===== src/rtl/lsu_pkg.sv =====
// Shared funct3 codes, FSM state type and request decode helpers for the LSU.
// Optional REQ-state timeout in lsu_mem_master is enabled by defining LSU_TIMEOUT_EN.
package lsu_pkg;

    localparam logic [2:0] F3_B  = 3'b000;
    localparam logic [2:0] F3_H  = 3'b001;
    localparam logic [2:0] F3_W  = 3'b010;
    localparam logic [2:0] F3_BU = 3'b100;
    localparam logic [2:0] F3_HU = 3'b101;

    typedef enum logic [1:0] {
        IDLE,
        REQ,
        RESP
    } lsu_state_t;

    function automatic logic legal(input logic we, input logic [2:0] f3);
        unique case (f3)
            F3_B, F3_H, F3_W: legal = 1'b1;
            F3_BU, F3_HU:     legal = !we;
            default:          legal = 1'b0;
        endcase
    endfunction

    function automatic logic misaligned(input logic [2:0] f3,
                                        input logic [1:0] off);
        unique case (f3)
            F3_H, F3_HU: misaligned = off[0];
            F3_W:        misaligned = |off;
            default:     misaligned = 1'b0;
        endcase
    endfunction

    function automatic logic [3:0] be_gen(input logic       we,
                                          input logic [2:0] f3,
                                          input logic [1:0] off);
        be_gen = 4'b1111;
        if (we) begin
            unique case (f3)
                F3_B:    be_gen = 4'b0001 << off;
                F3_H:    be_gen = 4'b0011 << off;
                default: be_gen = 4'b1111;
            endcase
        end
    endfunction

    function automatic logic [31:0] wdata_gen(input logic [2:0]  f3,
                                              input logic [31:0] d);
        unique case (f3)
            F3_B:    wdata_gen = {4{d[7:0]}};
            F3_H:    wdata_gen = {2{d[15:0]}};
            default: wdata_gen = d;
        endcase
    endfunction

endpackage


===== src/rtl/lsu_load_align.sv =====
// Extracts the addressed byte/halfword from a memory word and
// sign- or zero-extends it according to funct3.
module lsu_load_align
    import lsu_pkg::*;
(
    input  logic [31:0] rdata,
    input  logic [1:0]  off,
    input  logic [2:0]  funct3,
    output logic [31:0] data
);

    logic [7:0]  b;
    logic [15:0] h;

    always_comb begin
        b = rdata[7:0];
        unique case (off)
            2'd0: b = rdata[7:0];
            2'd1: b = rdata[15:8];
            2'd2: b = rdata[23:16];
            2'd3: b = rdata[31:24];
        endcase
        h = off[1] ? rdata[31:16] : rdata[15:0];
    end

    always_comb begin
        data = rdata;
        unique case (funct3)
            F3_B:    data = {{24{b[7]}}, b};
            F3_BU:   data = {24'h0, b};
            F3_H:    data = {{16{h[15]}}, h};
            F3_HU:   data = {16'h0, h};
            default: data = rdata;
        endcase
    end

endmodule


===== src/rtl/lsu_mem_master.sv =====
// Load/store initiator: decodes core ops into word req/ack memory cycles.
// Define LSU_TIMEOUT_EN to abort REQ after TIMEOUT_CYC cycles without mem_ack.
module lsu_mem_master
    import lsu_pkg::*;
#(
    parameter int TIMEOUT_CYC = 16
) (
    input  logic        clk,
    input  logic        reset,
    input  logic        req_valid,
    output logic        req_ready,
    input  logic        req_we,
    input  logic [2:0]  req_funct3,
    input  logic [31:0] req_addr,
    input  logic [31:0] req_wdata,
    output logic        rsp_valid,
    output logic [31:0] rsp_rdata,
    output logic        rsp_err,
    output logic        mem_req,
    output logic        mem_we,
    output logic [31:0] mem_addr,
    output logic [3:0]  mem_be,
    output logic [31:0] mem_wdata,
    input  logic        mem_ack,
    input  logic [31:0] mem_rdata
);

    lsu_state_t  state_q, state_d;
    logic        we_q;
    logic [2:0]  f3_q;
    logic [1:0]  off_q;
    logic [31:0] addr_q;
    logic [3:0]  be_q;
    logic [31:0] wdata_q;
    logic        err_q;
    logic [31:0] rdata_q;
    logic [31:0] ld_data;
    logic        accept;
    logic        bad;
    logic        tmo;

    assign accept = req_valid && (state_q == IDLE);
    assign bad    = !legal(req_we, req_funct3)
                  || misaligned(req_funct3, req_addr[1:0]);

`ifdef LSU_TIMEOUT_EN
    logic [7:0] cnt_q;

    always_ff @(posedge clk or posedge reset) begin
        if (reset) begin
            cnt_q <= 8'd0;
        end else if (state_q == REQ && !mem_ack) begin
            cnt_q <= cnt_q + 8'd1;
        end else begin
            cnt_q <= 8'd0;
        end
    end

    // cnt_q counts completed REQ cycles; this is the last allowed one
    assign tmo = (cnt_q == 8'(TIMEOUT_CYC - 1));
`else
    logic unused_timeout;

    assign unused_timeout = |TIMEOUT_CYC;
    assign tmo = 1'b0;
`endif

    lsu_load_align u_align (
        .rdata  (mem_rdata),
        .off    (off_q),
        .funct3 (f3_q),
        .data   (ld_data)
    );

    always_ff @(posedge clk or posedge reset) begin
        if (reset) begin
            state_q <= IDLE;
        end else begin
            state_q <= state_d;
        end
    end

    always_comb begin
        state_d = state_q;
        unique case (state_q)
            IDLE: begin
                if (accept) begin
                    state_d = bad ? RESP : REQ;
                end
            end
            REQ: begin
                if (mem_ack || tmo) begin
                    state_d = RESP;
                end
            end
            RESP:    state_d = IDLE;
            default: state_d = IDLE;
        endcase
    end

    always_ff @(posedge clk or posedge reset) begin
        if (reset) begin
            we_q    <= 1'b0;
            f3_q    <= 3'b000;
            off_q   <= 2'b00;
            addr_q  <= 32'h0;
            be_q    <= 4'h0;
            wdata_q <= 32'h0;
            err_q   <= 1'b0;
            rdata_q <= 32'h0;
        end else if (accept) begin
            we_q    <= req_we;
            f3_q    <= req_funct3;
            off_q   <= req_addr[1:0];
            addr_q  <= {req_addr[31:2], 2'b00};
            be_q    <= be_gen(req_we, req_funct3, req_addr[1:0]);
            wdata_q <= req_we ? wdata_gen(req_funct3, req_wdata) : 32'h0;
            err_q   <= bad;
            rdata_q <= 32'h0;
        end else if (state_q == REQ) begin
            if (mem_ack) begin
                err_q   <= 1'b0;
                rdata_q <= we_q ? 32'h0 : ld_data;
            end else if (tmo) begin
                err_q   <= 1'b1;
                rdata_q <= 32'h0;
            end
        end
    end

    // Decoded from state so reset drops mem_req without waiting for an edge
    assign req_ready = (state_q == IDLE);
    assign mem_req   = (state_q == REQ);
    assign mem_we    = mem_req & we_q;
    assign mem_addr  = mem_req ? addr_q : 32'h0;
    assign mem_be    = mem_req ? be_q : 4'h0;
    assign mem_wdata = mem_req ? wdata_q : 32'h0;
    assign rsp_valid = (state_q == RESP);
    assign rsp_rdata = rsp_valid ? rdata_q : 32'h0;
    assign rsp_err   = rsp_valid & err_q;

endmodule

===== config.mk =====
export PLATFORM = sky130hd
export DESIGN_NAME = lsu_mem_master
export DESIGN_NICKNAME = d
export VERILOG_FILES = /design/src/rtl/lsu_pkg.sv /design/src/rtl/lsu_load_align.sv /design/src/rtl/lsu_mem_master.sv
export SDC_FILE = /design/constraint.sdc
export NUM_CORES = 1
export LEC_CHECK = 0
export BUFFER_PORTS_ARGS = -buffer_cell sky130_fd_sc_hd__buf_2
export CORE_ASPECT_RATIO = 1.75
export CORE_MARGIN = 5
export CORE_UTILIZATION = 51
export CTS_BUF_LIST = sky130_fd_sc_hd__clkbuf_8
export CTS_CLUSTER_SIZE = 24
export DETAILED_ROUTE_END_ITERATION = 12
export PLACE_DENSITY_LB_ADDON = 0.1
export SLEW_MARGIN = 15
export SYNTH_ARGS = -nofsm -noshare
export SYNTH_HDL_FRONTEND = slang
export SYNTH_SLANG_ARGS = --single-unit

===== constraint.sdc =====
create_clock -name clk -period 3.6 [get_ports clk]
set_input_delay 0.54 -clock clk [delete_from_list [all_inputs] [get_ports clk]]
set_output_delay 0.54 -clock clk [all_outputs]
set_load 0.02 [all_outputs]

# --- After elaboration in Yosys (flattened, before gate mapping) ---
# Cells that the tools add are included.
classes:
  shift: 2
  eq_ne: 14
  n_bitwise: 2
  reduce_logical: 16
  muxes: 24
op_table:
  columns: ["cell", "count"]
  rows:
  - ["32-bit 2-to-1 mux", 8]
  - ["32-bit case mux with 4 select lines", 1]
  - ["32-bit case mux with 2 select lines", 1]
  - ["8-bit case mux with 4 select lines", 1]
  - ["16-bit 2-to-1 mux", 1]
  - ["3-bit == test, second input constant", 4]
  - ["4-bit 2-to-1 mux", 2]
  - ["4-bit case mux with 2 select lines", 1]
  - ["2-bit == test, second input constant", 3]
  - ["3-bit by 1-bit == test with 1-bit output, second input constant", 2]
  - ["3-bit logical NOT", 2]
  - ["2-bit 2-to-1 mux", 3]
  - ["2-bit OR reduction", 3]
  - ["2-bit by 1-bit == test with 1-bit output, second input constant", 2]
  - ["2-bit logical NOT", 2]
  - ["2-bit by 1-bit != test with 1-bit output, second input constant", 2]
  - ["1-bit case mux with 2 select lines", 2]
  - ["2-bit case mux with 2 select lines", 1]
  - ["2-bit AND reduction", 2]
  - ["2-bit nonzero test", 2]
  - ["1-bit by 2-bit << shifter with 4-bit output, first input constant", 1]
  - ["2-bit by 2-bit << shifter with 4-bit output, first input constant", 1]
  - ["3-bit by 2-bit == test with 1-bit output, second input constant", 1]
  - ["1-bit 2-to-1 mux", 3]
  - ["5 further kinds", 7]
word_totals:
  input_bits: 104
  word_cells: 67
  ff_bits: 107
  out_inout_bits: 105

# --- Logic depth before layout (Yosys ltp) ---
logic_depth:
  depth_word: 8
  mapped_depth: 6
  ltp_nobuf: 4

# --- Cells and area by module ---
# A second synthesis with hierarchy kept.
unflattened:
  cells_unflattened: 626
  area_unflattened_um2: 5724.2
by_module_without_submodules:
  columns: ["module", "n_inst", "seq_area_each_um2", "cells_per_inst", "area_each_um2"]
  rows:
  - ["lsu_mem_master", 1, 2677.6, 515, 5056.1]
  - ["lsu_load_align", 1, 0.0, 111, 668.1]

# --- Worst setup path before layout ---
# Ideal clock, no wire load.
synth_path:
  kind: "reg2out"
  from: "reg state_q[0]"
  to: "out mem_wdata[12]"
  arrival_time_ps: 1389
  n_path_buf: 2
  required_time_ps: 3060
  path_slack_ps: 1671
  path_stages_with_launch: 5
  cell_sequence: "dfrtp_1 > nor2b_1 > clkbuf_1 > clkbuf_1 > and2_1"
synth_between:
  elab_chain_len: 2
synth_lines:
  columns: ["item", "line", "text"]
  rows:
  - ["start: declaration", "lsu_mem_master.sv:28", "lsu_state_t state_q, state_d;"]
  - ["start signal: assignment", "lsu_mem_master.sv:79", "state_q <= state_d;"]
  - ["2-bit by 1-bit == test with 1-bit output", "lsu_mem_master.sv:133", "assign mem_req = (state_q == REQ);"]
  - ["32-bit 2-to-1 mux", "lsu_mem_master.sv:137", "assign mem_wdata = mem_req ? wdata_q : 32'h0;"]
  - ["end: declaration", "lsu_mem_master.sv:23", "output logic [31:0] mem_wdata,"]
# Every way passes these cells.

# --- Final worst setup path ---
layout_path:
  from: "reg state_q[0]"
  to: "out mem_addr[15]"
layout_between:
  elab_chain_len: 2
layout_lines:
  columns: ["item", "line", "text"]
  rows:
  - ["2-bit by 1-bit == test with 1-bit output", "lsu_mem_master.sv:133", null]
  - ["32-bit 2-to-1 mux", "lsu_mem_master.sv:135", "assign mem_addr = mem_req ? addr_q : 32'h0;"]
  - ["end: declaration", "lsu_mem_master.sv:21", "output logic [31:0] mem_addr,"]
# Every way passes these cells.

==> metrics.md <==
| Metric | Value |
|---|---|
| CTS root buffer | `clkbuf_8` |
| Top cells by count, synth | `nand2_1, dfrtp_1, and2_1` |
| Worst hold path class | `input pin to async pin` |
| Placed cell count | `932` |
| CTS Buf Count | `9` |
| PwrDens | `477 nW/um2` |
| # port buffers | `206` |
| Max_slew headroom | `34.2%` |
| Top-area cell type share of the netlist area | `48.2%` |
| Setup crit start kind | `register` |
| Chip Height | `148 um` |
| Most common cell in the synthesized netlist | `nand2_1` |
| Ys flop type | `dfrtp_1` |
| Status | `completed` |
| GRT overflow | `0` |
| Max Slew Vio Count | `0` |
| Tmin final | `2.77 ns` |
| Mapped Area | `5550 um2` |
| Core area | `10700 um2` |
| Routed Wire Length | `16.2 mm` |
| Unrepaired setup endpoints after global routing | `false` |
| Seq/Total Area, Yosys | `48.2%` |
| Critical path type | `register to output pin` |
| Chip width | `88.9 um` |
| I/O pins | `209` |
| Clk_lat worst skew | `0.37 ns` |
| H-tree lvl count | `3` |
| WP data arrival | `2.23 ns` |
| Pleak | `3.77 nW` |
| Fin cells | `950` |
| Vias/cell | `5.37` |
| Drc violations | `0` |
| Drt initial violations | `196` |
| Synth top area cells | `dfrtp_1, nand2_1, and2_1` |
| Busiest grt layer | `met2` |
| Tcrit/Tclk final | `76.9%` |
| Reg area | `2680 um2` |
| Layout Skew | `0.00783 ns` |
| Gate Count Post-Synth | `631` |
| Row count | `50` |
| First-pass GRT wire length | `24.8 mm` |
| Synth Register Bits | `107` |
| DRT antenna net count | `0` |
| CTS Sinks | `107` |
| Global-route met2 utilization | `41.0%` |
| Max FO, Critical Path | `44` |
| Max cap viols | `0` |
| Tot GR Track Use | `24.3%` |
| TritonCTS clock tree | `done` |
| FMAX | `361 MHz` |
| First-pass iteration count of the detailed router | `4` |
| Synth async-reset ratio | `100%` |
| Pin count of the biggest net entering global routing | `62` |
| Synthesized area per cell | `8.80 um2` |
| Worst vdd ir | `0.316 mV` |
| Initial Util | `51.9%` |
| CP required | `3.06 ns` |
| GP Congestion | `0.891` |
| Cts hold-fix bufs | `0` |
| Final HPWL DP | `12.0 mm` |
| Via count | `5101` |
| Ys Warns | `0` |
| Share of layout cells above drive strength 1 | `30.6%` |
| Worst-path clk slew | `0.10 ns` |
| Setup TNS | `0 ns` |
| Wirelength per Cell | `17.1 um` |
| Met3 usage | `4.41%` |
| Die ar. | `13200 um2` |
| Crit. End Element | `output pin` |
| Final hold viol count | `0` |
| EDFF count, synth | `0` |
| Yosys top cell by area | `dfrtp_1` |
| Met1 Usage GRT | `28.9%` |
| Post-CTS Setup Repair Bufs | `0` |
| Fin nets | `917` |
| Post_cts resized | `0` |
| Max Root-Sink Buffers | `2` |
| Final setup fails | `0` |
| Multi-input logic area | `2680 um2` |
| Area growth syn-to-layout | `23.4%` |
| Initial antenna violation count | `2` |
| FILL cells | `971` |
| Vias in the first global route | `4964` |
| Measured slew at the worst slew-check pin | `0.987 ns` |
| Yosys cell types | `39` |
[metal layers]
layer | share of wire [%] | vias to the layer above
li1 | - | 2436
met2 | 51 | 198
met1 | 38 | 2429
met5 | 0 | -
met4 | 4.0 | 0
met3 | 7.0 | 38
[stage by stage]
step                util (%)  setup slack (ns)  power (W)  hold WS, ns  cell area (um2)
detailed placement      62.0              1.21    0.00252        0.448             6640
floorplan                  -             0.243    0.00220        0.430             5560
global placement        62.0              1.29    0.00248        0.443             6640
CTS                     64.0             0.805    0.00330        0.318             6850
finish                  64.0             0.832    0.00327        0.301             6850
global route            64.0             0.641    0.00347        0.326             6850
[critical path, cell delays in order, from the launching register on]
cell	delay, ns
dfrtp_1	0.45
nor2b_4	0.71
buf_4	0.35
and2_1	0.16
buf_2	0.16
[area by class of cell]
type | instances | share of cell area, %
antenna | 2 | 0.0730
tap | 130 | 2.37
sequential | 107 | 39.1
inverter | 4 | 0.256
multi-input combinational | 476 | 39.1
timing repair buffer | 215 | 16.0
clock inverter | 6 | 1.04
clock buffer | 10 | 2.01
[sequential cells by signal, summed over array words and instances, names as in the netlist]
register / cells
rdata_q: 32
wdata_q: 32
addr_q: 30
be_q: 4
f3_q: 3
off_q: 2
state_q: 2
err_q: 1
we_q: 1
[logic make-up after synthesis]
family	Yosys count	synth area share, %
and+or+nand+nor	351	30.1
DFF	107	48.2
AOI/OAI and AO/OA	97	12.6
buffers and inverters	49	3.76
muxes	26	5.18
other	1	0.0675
[report_power, final]
| part | internal [W] | total [W] | switching, W |
|---|---|---|---|
| registers | 0.00143 | 0.00160 | 0.000165 |
| clock network | 0.000348 | 0.000775 | 0.000426 |
| logic | 0.000334 | 0.000896 | 0.000561 |
[final timing paths]
path,start,endpoint,slack (ns),cells past startpoint
min in group clk,req_addr[24],addr_q[24],0.35,3
worst min register to register,rdata_q[10],rdata_q[10],0.47,2
worst max register to register,state_q[0],wdata_q[20],1.35,4
worst max-delay path,state_q[0],mem_addr[15],0.83,4
worst min-delay path,reset,rdata_q[9],0.30,2
max in group asynchronous,reset,rdata_q[7],2.42,3
[placed cells by master (no fill, tap or decap), types with 2 or more instances in the layout]
cell | Yosys | routed
a21oi_1 | 3 | 3
a221oi_1 | 2 | 2
a22o_1 | 18 | 18
a32oi_1 | 7 | 7
and2_1 | 101 | 100
buf_2 | 5 | 206
buf_4 | 3 | 9
clkbuf_8 | 0 | 10
conb_1 | 1 | 2
dfrtp_1 | 107 | 107
diode_2 | 0 | 2
inv_1 | 4 | 3
mux2_2 | 8 | 8
mux2i_1 | 16 | 16
nand2_1 | 175 | 174
nand2b_1 | 17 | 17
nand3_1 | 9 | 9
nor2_1 | 30 | 30
nor2b_1 | 10 | 9
nor3_1 | 3 | 3
o21ai_0 | 36 | 36
o221ai_1 | 7 | 7
o31ai_1 | 16 | 16
or2_2 | 2 | 2
(Power assumes the default switching activity.)
